### src/rtl/hazard_ctrl_mc.sv
// hazard_ctrl_mc: sequential stall/flush controller for the IF, ID, EX and MEM
// pipeline registers. It handles load-use bubbles of configurable depth,
// stall-until-done for the multi-cycle EX unit, branch flushes, a global
// memory freeze, and two saturating performance counters.
//
// state      | meaning
// -----------+-------------------------------------------------------------
// ST_IDLE    | no hazard pending; look at mc start / jump / load-use inputs
// ST_LOAD_WAIT | extra load-use bubbles owed; wait_cnt_q counts them down
// ST_MC_BUSY | multi-cycle EX op running; hold front end until ex_mc_done
//
// Only ST_IDLE reacts to ex_mc_start. In ST_LOAD_WAIT, EX holds a bubble, so
// no multi-cycle op can be starting there.
// LOAD_USE_STALL must be in 1..15 because wait_cnt is four bits wide.
module hazard_ctrl_mc #(
  parameter int REG_IDX_W      = 5,
  parameter int LOAD_USE_STALL = 1,
  parameter int CNT_W          = 16
) (
  input  logic                 clk,
  input  logic                 rst_n,
  input  logic [REG_IDX_W-1:0] id_reg1_idx,
  input  logic [REG_IDX_W-1:0] id_reg2_idx,
  input  logic                 id_uses_reg1,
  input  logic                 id_uses_reg2,
  input  logic [REG_IDX_W-1:0] ex_reg_wr_idx,
  input  logic                 ex_do_mem_read_en,
  input  logic                 pc_jump_enable,
  input  logic                 ex_mc_start,
  input  logic                 ex_mc_done,
  input  logic                 mem_stall,
  output logic                 hazard_fe_enable,
  output logic                 hazard_if_id_enable,
  output logic                 hazard_if_id_clear,
  output logic                 hazard_id_ex_enable,
  output logic                 hazard_id_ex_clear,
  output logic                 hazard_ex_mem_enable,
  output logic                 hazard_ex_mem_clear,
  output logic                 hazard_busy,
  output logic [CNT_W-1:0]     stall_cycles,
  output logic [CNT_W-1:0]     flush_count
);

  typedef enum logic [1:0] {
    ST_IDLE      = 2'd0,
    ST_LOAD_WAIT = 2'd1,
    ST_MC_BUSY   = 2'd2
  } state_t;

  // Extra bubbles that follow the first one, which is issued from ST_IDLE.
  localparam logic [3:0] WAIT_INIT = 4'(LOAD_USE_STALL - 1);

  state_t     state_q, state_d;
  logic [3:0] wait_cnt_q, wait_cnt_d;
  logic       ld_haz;
  logic       flush_inc;

  // Load-use hazard: an ID source matches the load destination in EX. x0 is excluded.
  always_comb begin
    ld_haz = ex_do_mem_read_en && (ex_reg_wr_idx != '0) &&
             ((id_uses_reg1 && (id_reg1_idx == ex_reg_wr_idx)) ||
              (id_uses_reg2 && (id_reg2_idx == ex_reg_wr_idx)));
  end

  // State and bubble-counter register.
  always_ff @(posedge clk or negedge rst_n) begin
    if (!rst_n) begin
      state_q    <= ST_IDLE;
      wait_cnt_q <= '0;
    end else begin
      state_q    <= state_d;
      wait_cnt_q <= wait_cnt_d;
    end
  end

  // Next-state and pipeline control outputs. Reset and mem_stall override everything else.
  always_comb begin
    state_d              = state_q;
    wait_cnt_d           = wait_cnt_q;
    flush_inc            = 1'b0;
    hazard_fe_enable     = 1'b1;
    hazard_if_id_enable  = 1'b1;
    hazard_if_id_clear   = 1'b0;
    hazard_id_ex_enable  = 1'b1;
    hazard_id_ex_clear   = 1'b0;
    hazard_ex_mem_enable = 1'b1;
    hazard_ex_mem_clear  = 1'b0;

    if (!rst_n || mem_stall) begin
      hazard_fe_enable     = 1'b0;
      hazard_if_id_enable  = 1'b0;
      hazard_id_ex_enable  = 1'b0;
      hazard_ex_mem_enable = 1'b0;
    end else begin
      case (state_q)
        ST_IDLE: begin
          if (ex_mc_start && !ex_mc_done) begin
            hazard_fe_enable    = 1'b0;
            hazard_if_id_enable = 1'b0;
            hazard_id_ex_enable = 1'b0;
            hazard_ex_mem_clear = 1'b1;
            state_d             = ST_MC_BUSY;
          end else if (pc_jump_enable) begin
            hazard_if_id_clear = 1'b1;
            hazard_id_ex_clear = 1'b1;
            flush_inc          = 1'b1;
          end else if (ld_haz) begin
            hazard_fe_enable    = 1'b0;
            hazard_if_id_enable = 1'b0;
            hazard_id_ex_clear  = 1'b1;
            if (LOAD_USE_STALL > 1) begin
              wait_cnt_d = WAIT_INIT;
              state_d    = ST_LOAD_WAIT;
            end
          end
        end

        ST_LOAD_WAIT: begin
          hazard_fe_enable    = 1'b0;
          hazard_if_id_enable = 1'b0;
          hazard_id_ex_clear  = 1'b1;
          wait_cnt_d          = wait_cnt_q - 4'd1;
          if (wait_cnt_q == 4'd1) begin
            state_d = ST_IDLE;
          end
        end

        ST_MC_BUSY: begin
          if (ex_mc_done) begin
            state_d = ST_IDLE;
          end else begin
            hazard_fe_enable    = 1'b0;
            hazard_if_id_enable = 1'b0;
            hazard_id_ex_enable = 1'b0;
            hazard_ex_mem_clear = 1'b1;
          end
        end

        default: begin
          state_d = ST_IDLE;
        end
      endcase
    end
  end

  // Busy whenever a multi-cycle hazard is in progress.
  always_comb begin
    hazard_busy = (state_q != ST_IDLE);
  end

  // Saturating counters for stalled fetch cycles and taken branch flushes.
  always_ff @(posedge clk or negedge rst_n) begin
    if (!rst_n) begin
      stall_cycles <= '0;
      flush_count  <= '0;
    end else begin
      if (!hazard_fe_enable && (stall_cycles != '1)) begin
        stall_cycles <= stall_cycles + CNT_W'(1);
      end
      if (flush_inc && (flush_count != '1)) begin
        flush_count <= flush_count + CNT_W'(1);
      end
    end
  end

endmodule

### config.mk
export PLATFORM = sky130hd
export DESIGN_NAME = hazard_ctrl_mc
export DESIGN_NICKNAME = d
export VERILOG_FILES = /design/src/rtl/hazard_ctrl_mc.sv
export SDC_FILE = /design/constraint.sdc
export NUM_CORES = 1
export LEC_CHECK = 0
export CAP_MARGIN = 20
export CORE_ASPECT_RATIO = 0.75
export CORE_MARGIN = 2
export CORE_UTILIZATION = 45
export DETAILED_ROUTE_END_ITERATION = 10
export HOLD_SLACK_MARGIN = 0.02
export PLACE_DENSITY = 0.84
export REMOVE_ABC_BUFFERS = 1
export SKIP_CTS_REPAIR_TIMING = 1
export SLEW_MARGIN = 20
export SYNTH_ARGS = -nofsm -noshare
export SYNTH_HDL_FRONTEND = slang
export SYNTH_SLANG_ARGS = --single-unit
### constraint.sdc
create_clock -name clk -period 2.43 [get_ports clk]
set_clock_uncertainty 0.2 [all_clocks]
set_input_delay 0.3645 -clock clk [delete_from_list [all_inputs] [get_ports clk]]
set_output_delay 0.3645 -clock clk [all_outputs]
set_load 0.01 [all_outputs]
==> Word-level counts from Yosys, hierarchy flattened <==
Index checks and enable logic that the tools add are counted.
{ "classes": {"muxes": 27, "order_cmp": 0, "eq_ne": 10, "multipliers": 0, "div": 0, "n_reduce_logical": 17, "shift": 0, "n_bitwise": 1, "addsub": 3} }
{ "op_table": {"columns": ["op", "count"], "rows": [
  ["$add 16x1->16 const B", 2],
  ["$ne 16x16->1 const B", 2],
  ["$mux 1", 19],
  ["$eq 5x5->1", 2],
  ["$logic_and 1x1->1", 7],
  ["$mux 2", 3],
  ["$ne 2x2->1 const B", 3],
  ["$pmux 1 s2", 3],
  ["$pmux 2 s3", 1],
  ["$reduce_bool 5->1", 1],
  ["$eq 4x1->1 const B", 1],
  ["$reduce_and 4->1", 1],
  ["$sub 4x1->4 const B", 1],
  ["$logic_not 1->1", 3],
  ["$pmux 1 s3", 1],
  ["$eq 2x1->1 const B", 1],
  ["$eq 2x2->1 const B", 1],
  ["$logic_not 2->1", 1],
  ["$logic_or 1x1->1", 2],
  ["$reduce_and 2->1", 1],
  ["$reduce_bool 2->1", 1],
  ["$not 1->1", 1]
]} }
{ "word_totals": {"mem_bits_rw": 0, "regBits": 38, "input_bits": 24, "memories": 0, "latchBits": 0, "elab_cells": 62, "mem_bits_ro": 0, "output_inout_bits": 40} }

==> Depth between registers and ports, before layout <==
Gate-level depths: netlist (run 1).
{ "logic_depth": {"ltp_word": 11, "depth_mapped": 8, "mapped_depth_nobuf": 6} }

==> Worst setup path before layout (run 1) <==
No wires, ideal clock.
{ "synth_timing": {"kind": "input to output", "start": "in ex_reg_wr_idx[1]", "end": "out hazard_if_id_enable", "path_slack_ns": 0.219, "arrival_ns": 1.647, "n_path_buf": 2, "required_ns": 1.865, "cell_stages": 7, "cell_sequence": "or4_1 > o21ai_1 > or3_1 > o21ai_4 > buf_4 > inv_1 > buf_4"} }
{ "synth_between": {"elab_chain_len": 9, "elab_cells_between_ends": 13, "classes_between": "eq/ne (2); mux (5); reduce/logical (6)"} }
{ "synth_lines": {"columns": ["element", "line", "rtl"], "rows": [
  ["start, declared", "26", "input logic [REG_IDX_W-1:0] ex_reg_wr_idx,"],
  ["$eq 5x5->1 (on tied branches)", "61, 62", null],
  ["$logic_and 1x1->1 (on tied branches)", "61, 62", null],
  ["$logic_or 1x1->1", "61", "((id_uses_reg1 && (id_reg1_idx == ex_reg_wr_idx)) ||"],
  ["$logic_and 1x1->1 *", "60", "ld_haz = ex_do_mem_read_en && (ex_reg_wr_idx != '0) &&"],
  ["$mux 1 * (3 in series)", null, null],
  ["$pmux 1 s3 *", null, null],
  ["$mux 1 *", null, null],
  ["end, declared", "33", "output logic hazard_if_id_enable,"]
]} }
Every way passes the cells marked *; elsewhere a longest branch is shown, timed or not.

==> Worst setup path after layout (run 1) <==
{ "layout_timing": {"start": "in rst_n", "end": "out hazard_ex_mem_enable"} }
{ "layout_between": {"elab_chain_len": 3} }
{ "layout_lines": {"columns": ["element", "line", "rtl"], "rows": [
  ["start, declared", "21", "input logic rst_n,"],
  ["$logic_not 1->1 (no source line)", null, null],
  ["$logic_or 1x1->1", "89", "if (!rst_n || mem_stall) begin"],
  ["$mux 1", "89", null],
  ["end, declared", "37", "output logic hazard_ex_mem_enable,"]
]} }
Every way passes these cells.

==> impl_metrics.ini, run 1 <==
[placement]
place_area_um2 = 2566
globalplace.congestion = 0.8050
place_inst = 287
post-dp-hpwl_mm = 3.224
port_buffers = 63

[floorplanning]
core_um2 = 3732
rows = 19
fp.dieH_um = 58.50
pin_count = 64
initial_core_util_pct = 47.74
die_w_um = 76.66
dieArea_um2 = 4484

[timing]
drv_slew = 0
finalHoldViolations = 0
report.final.setup_viol = 0
max-slew-margin-rel_pct = 72.80
worst_hold_slack_ns = 0.2968
worst-slew-pin-transition_ns = 0.4080
max_freq_ghz = 0.4187
finalCritPeriodShare_pct = 98.29
min_period_ns = 2.389

[yosys]
synth-seq-cells = 33
yosysWarnings = 0
syn_inst = 161
synth_top_area_share_pct = 46.35
synth.area.top_cells = dfrtp_1, xnor2_1, xor2_1
synthArstFlopShare_pct = 100.0
syn_area_per_cell_um2 = 11.07
syn_area_um2 = 1782
synth.largest_area_cell = dfrtp_1
ys_types = 35
yosysSeqAreaShare_pct = 46.35
ys.flop_type = dfrtp_1
synth_edf_count = 0

[clock_network]
worstSkewPairLatency_ns = 0.28
htree_levels = 2
cts_root_buf = clkbuf_8
cts_tree = yes
cts_buffers = 5
clock_sinks = 33
clk_pin_slew_ns = 0.07
clk_path_buf_depth = 2

[finish]
insertedDiodeCount = 0
final_common_cell = clkdlybuf4s50_1
final_cell_area_um2 = 2734
drive_gt1_share_pct = 18.11
mostFrequentLayoutCells = clkdlybuf4s50_1, dfrtp_1, xnor2_1, buf_4, and3_1
syn_to_final_growth_pct = 53.44
fin_cells = 295
final_util_pct = 73.25
nets = 268

[critical_path]
worst-r2r-cell-count = 6
critPathMostFrequentCell = clkdlybuf4s50_1
r2r_slack_ns = 0.32
crit_path_max_fanout = 4
r2r_start = stall_cycles[6]
arrival_ns = 1.82
crit_path_start_kind = input pin
slowest_stage = clkdlybuf4s50_1
critPathLaunch = rst_n
r2r_end = stall_cycles[1]
endpoint_kind = output pin
crit_chain = clkdlybuf4s50_1 -> nand2b_1 -> inv_1 -> buf_4 -> clkdlybuf4s50_1
worstSetupPathType = in2out
cp.required_ns = 1.87
slowest_delay_ns = 0.54

[drt]
routed_via_density = 5.166
drc = 0
vias = 1524
routedWlPerCell_um = 15.41
first_pass_iters = 4
drt_iter0_drc = 130
ant_nets = 0
wl_mm = 4.547

[global_routing]
grt_pass1_wl_mm = 7.238
grt_usage_pct = 20.93
grt_max_degree = 34
antenna_found_initial = 0
grt_overflow = 0
grt_pass1_vias = 1474

[min_path]
whs_path_depth = 1
min-delay-start = stall_cycles[8]
holdPathEnd = stall_cycles[8]
min_path_type = reg2reg

[power]
power_leakage_nw = 1.302
powerDensity_nw_per_um2 = 668.5
vdd_drop_max_uv = 520.0

[run_status]
status = finished, final reports clean

[job]
drv_cap = 0
metal layers:
| layer | track usage, % | up-vias | part of all wire [%] |
|---|---|---|---|
| met5 | 0 | - | 0 |
| met4 | 4.675 | 0 | 0.46 |
| met3 | 6.442 | 5 | 5.7 |
| met2 | 33.88 | 53 | 47 |
| met1 | 28.28 | 733 | 46 |
| li1 | - | 733 | - |
where the power goes:
group          switching (mW)  internal [mW]  leakage (nW)
combinational           0.216          0.321         0.803
sequential              0.122          0.643         0.441
clock                   0.193          0.334        0.0585
total                   0.530           1.30          1.30
stage by stage:
stage | total power, mW | setup slack [ns] | TNS [ns]
floorplan | 0.9752 | 0.3511 | 0
global placement | 1.271 | -0.4613 | -2.883
detailed placement | 1.295 | -0.5173 | -4.156
CTS | 1.831 | -0.5135 | -1.591
global route | 1.912 | -0.004319 | -0.004319
finish | 1.828 | 0.04146 | 0
cells in the mapped netlist (2+ instances only):
| master | count |
|---|---|
| and3_1 | 14 |
| nand3_1 | 10 |
| nand3_2 | 4 |
| nor4_1 | 2 |
| a21oi_1 | 2 |
| nand2_1 | 7 |
| xnor2_1 | 26 |
| dfrtp_1 | 33 |
| and2_1 | 3 |
| nor2_1 | 5 |
| nor3_1 | 2 |
| nand4_2 | 2 |
| and4_1 | 4 |
| xor2_1 | 14 |
| and4_4 | 2 |
| inv_1 | 4 |
| nand4_1 | 7 |
| ha_1 | 2 |
| buf_4 | 2 |
layout make-up:
type | instances | area (µm²)
fillers | 268 | 998.5
multi-input cells | 120 | 952.2
flip-flops and latches | 33 | 825.8
repair buffers | 78 | 759.5
clock buffers | 7 | 86.33
well taps | 52 | 65.06
clock inverters | 1 | 30.03
inverters | 4 | 15.01
kinds of logic (layout without fill, tap and decap cells):
family / count (synthesis) / count (layout) / share of synthesized area [%]
multiplexers: 2 / 2 / 1.264
adder cells (fa/ha/maj): 2 / 2 / 1.404
AO/OA/AOI/OAI: 8 / 8 / 4.074
AND/OR/NAND/NOR: 68 / 68 / 25.07
flip-flops: 33 / 33 / 46.35
XOR/XNOR: 40 / 40 / 19.66
buffers and inverters: 8 / 90 / 2.176
critical path: cells and delay by family:
| family | cells | cell delay [ns] |
|---|---|---|
| buffers and inverters | 4 | 1.29 |
| and+or+nand+nor | 1 | 0.16 |
worst max-delay path by stage:
stage | endpoint | slack (ns) | cells after the start
after CTS | hazard_id_ex_clear | -0.51 | 8
final | hazard_ex_mem_enable | 0.04 | 5
after global placement | hazard_id_ex_clear | -0.46 | 8
after global routing | hazard_ex_mem_enable | -0.004 | 5
after floorplan | stall_cycles[1] | 0.35 | 6
after detailed placement | hazard_id_ex_clear | -0.52 | 8
flip-flops by register name (all words and copies together) (netlist names):
| name | count |
|---|---|
| flush_count | 16 |
| stall_cycles | 16 |
| state_q | 1 |
(Power assumes the default switching activity.)
==> inputs of run 2 (changes only) <==
--- a/config.mk
+++ b/config.mk
@@ -7,7 +7,7 @@
 export LEC_CHECK = 0
 export CAP_MARGIN = 20
 export CORE_ASPECT_RATIO = 0.75
-export CORE_MARGIN = 2
+export CORE_MARGIN = 4
 export CORE_UTILIZATION = 45
 export DETAILED_ROUTE_END_ITERATION = 10
 export HOLD_SLACK_MARGIN = 0.02
==> run 2 against run 1 <==
Clock power shrank 25%. Fmax increased by 0.83%. Cell count down 2.0%. Largest cell class unchanged. Critical path type unchanged. Critical path depth is 2 higher. Worst setup slack improved by 0.020 ns. Critical endpoint is now hazard_id_ex_clear. Sequential cell count stayed put. Final area down 3.2%. Sequential power barely moved. Global-route usage shrank 2.9 points. Core utilization is 2.3 points lower.
==> impl_metrics.ini, run 2 (synthesized netlist as in run 1, its figures left out) <==
[run_status]
status = finished, final reports clean

[clock_network]
cts_tree = yes
cts_root_buf = clkbuf_8
clock_sinks = 33
clk_path_buf_depth = 2
htree_levels = 2
cts_buffers = 5
worstSkewPairLatency_ns = 0.28
clk_pin_slew_ns = 0.07

[floorplanning]
die_w_um = 80.66
dieArea_um2 = 5041
initial_core_util_pct = 47.74
pin_count = 64
rows = 19
core_um2 = 3732
fp.dieH_um = 62.50

[finish]
mostFrequentLayoutCells = clkdlybuf4s50_1, dfrtp_1, xnor2_1, xor2_1, and3_1
final_cell_area_um2 = 2648
nFillCells = 271
top_regs = flush_count x16, stall_cycles x16, state_q x1
final_util_pct = 70.94
final_common_cell = clkdlybuf4s50_1
syn_to_final_growth_pct = 48.60
multi_input_area_um2 = 955.9
drive_gt1_share_pct = 16.03
insertedDiodeCount = 0
nets = 262
ff_latch_area_um2 = 825.8

[global_routing]
grt_usage_pct = 17.98
grt_max_degree = 34
grt_overflow = 0
antenna_found_initial = 0
grt_pass1_vias = 1458
grt_pass1_wl_mm = 7.086

[power]
p_total_mw = 1.676
seq_power_share_pct = 45.6
intPower_mw = 1.154
comb_power_share_pct = 30.8
p_clk_share_pct = 23.6
p_sw_mw = 0.5218
switching_share_pct = 31.14
powerDensity_nw_per_um2 = 633.0
vdd_drop_max_uv = 463.4
power_leakage_nw = 1.239

[critical_path]
path_delay_family = buffers and inverters
endpoint_kind = output pin
slowest_delay_ns = 0.42
cp.depth = 7
worst-r2r-cell-count = 6
crit_path_start_kind = input pin
crit_buf_inv = 2
arrival_ns = 1.80
crit_path_max_fanout = 2
worstSetupPathType = in2out
crit_chain = clkdlybuf4s50_1 -> xor2_1 -> nor4_2 -> a32oi_2 -> nor2_1 -> o21a_1 -> buf_2
cp.required_ns = 1.87
slowest_stage = clkdlybuf4s50_1

[drt]
routedWlPerCell_um = 15.09
routed_via_density = 5.066
first_pass_iters = 4
drt_iter0_drc = 80
wl_mm = 4.360
drc = 0
ant_nets = 0
vias = 1464

[timing]
max_freq_ghz = 0.4221
max-slew-margin-rel_pct = 73.06
report.final.setup_viol = 0
finalCritPeriodShare_pct = 97.48
worst-slew-pin-transition_ns = 0.4041
finalWorstSetupSlack_ns = 0.06115
drv_slew = 0
finalHoldViolations = 0
tns_ns = 0
min_period_ns = 2.369

[placement]
post-place-ws_ns = -0.5253
post-dp-hpwl_mm = 3.262
place_area_um2 = 2521
port_buffers = 63
globalplace.congestion = 0.8821

[job]
drv_cap = 0

[min_path]
min_path_type = reg2reg
whs_path_depth = 1
[run 2: changes by cell type in the layout (fill, tap and decap cells not counted), moves of 2 or more]
cell and delta:
dlymetal6s2s_1 -2, clkbuf_2 +2, clkinv_2 +2, buf_4 -6
clkdlybuf4s50_1 +2
[run 2: worst paths after layout]
check                                start                  to  slack, ns
max reg2reg                stall_cycles[6]     stall_cycles[1]       0.23
min                        flush_count[10]     flush_count[10]       0.29
min reg2reg                flush_count[10]     flush_count[10]       0.29
min in group asynchronous            rst_n     stall_cycles[0]       0.42
max in group asynchronous            rst_n      flush_count[3]       1.30
max                         id_reg2_idx[0]  hazard_id_ex_clear       0.06
[run 2: final cells by class]
cell class                      count  share of cell area [%]
Inverter                            4                  0.5671
Sequential cell                    33                   31.19
Clock buffer                        6                   2.741
Clock inverter                      2                  0.3781
Multi-Input combinational cell    120                   36.11
Timing Repair Buffer               72                   26.56
Tap cell                           52                   2.457
[run 2: power by group through the flow]
stage / clock [mW] / combinational, mW / sequential [mW]
after CTS: 0.405 / 0.518 / 0.762
after detailed placement: 0 / 0.516 / 0.771
after global routing: 0.437 / 0.567 / 0.784
final: 0.395 / 0.516 / 0.765
after floorplan: 0 / 0.185 / 0.790
after global placement: 0 / 0.503 / 0.764
[run 2: metal layers]
layer / GRT usage [%] / vias to the layer above / wire (µm) / share of wire, %
li1: - / 722 / - / -
met1: 26.12 / 706 / 2159 / 50
met2: 26.03 / 32 / 1979 / 45
met3: 5.043 / 4 / 191 / 4.4
met4: 5.063 / 0 / 30 / 0.69
met5: 0 / - / 0 / 0
[run 2: metrics by stage]
stage               cells  hold slack [ns]
floorplan             157          -0.1311
global placement      281           0.2800
detailed placement    281           0.2892
CTS                   289           0.2982
global route          289           0.3275
finish                289           0.2921
==> inputs of run 3 (changes only) <==
--- a/config.mk
+++ b/config.mk
@@ -7,14 +7,14 @@
 export LEC_CHECK = 0
 export CAP_MARGIN = 20
 export CORE_ASPECT_RATIO = 0.75
-export CORE_MARGIN = 4
+export CORE_MARGIN = 2
 export CORE_UTILIZATION = 45
 export DETAILED_ROUTE_END_ITERATION = 10
 export HOLD_SLACK_MARGIN = 0.02
 export PLACE_DENSITY = 0.84
 export REMOVE_ABC_BUFFERS = 1
 export SKIP_CTS_REPAIR_TIMING = 1
-export SLEW_MARGIN = 20
+export SLEW_MARGIN = 25
 export SYNTH_ARGS = -nofsm -noshare
 export SYNTH_HDL_FRONTEND = slang
 export SYNTH_SLANG_ARGS = --single-unit
==> results of run 3 <==
Same layout as run 1: the final DEF is identical, and so are final timing and power.
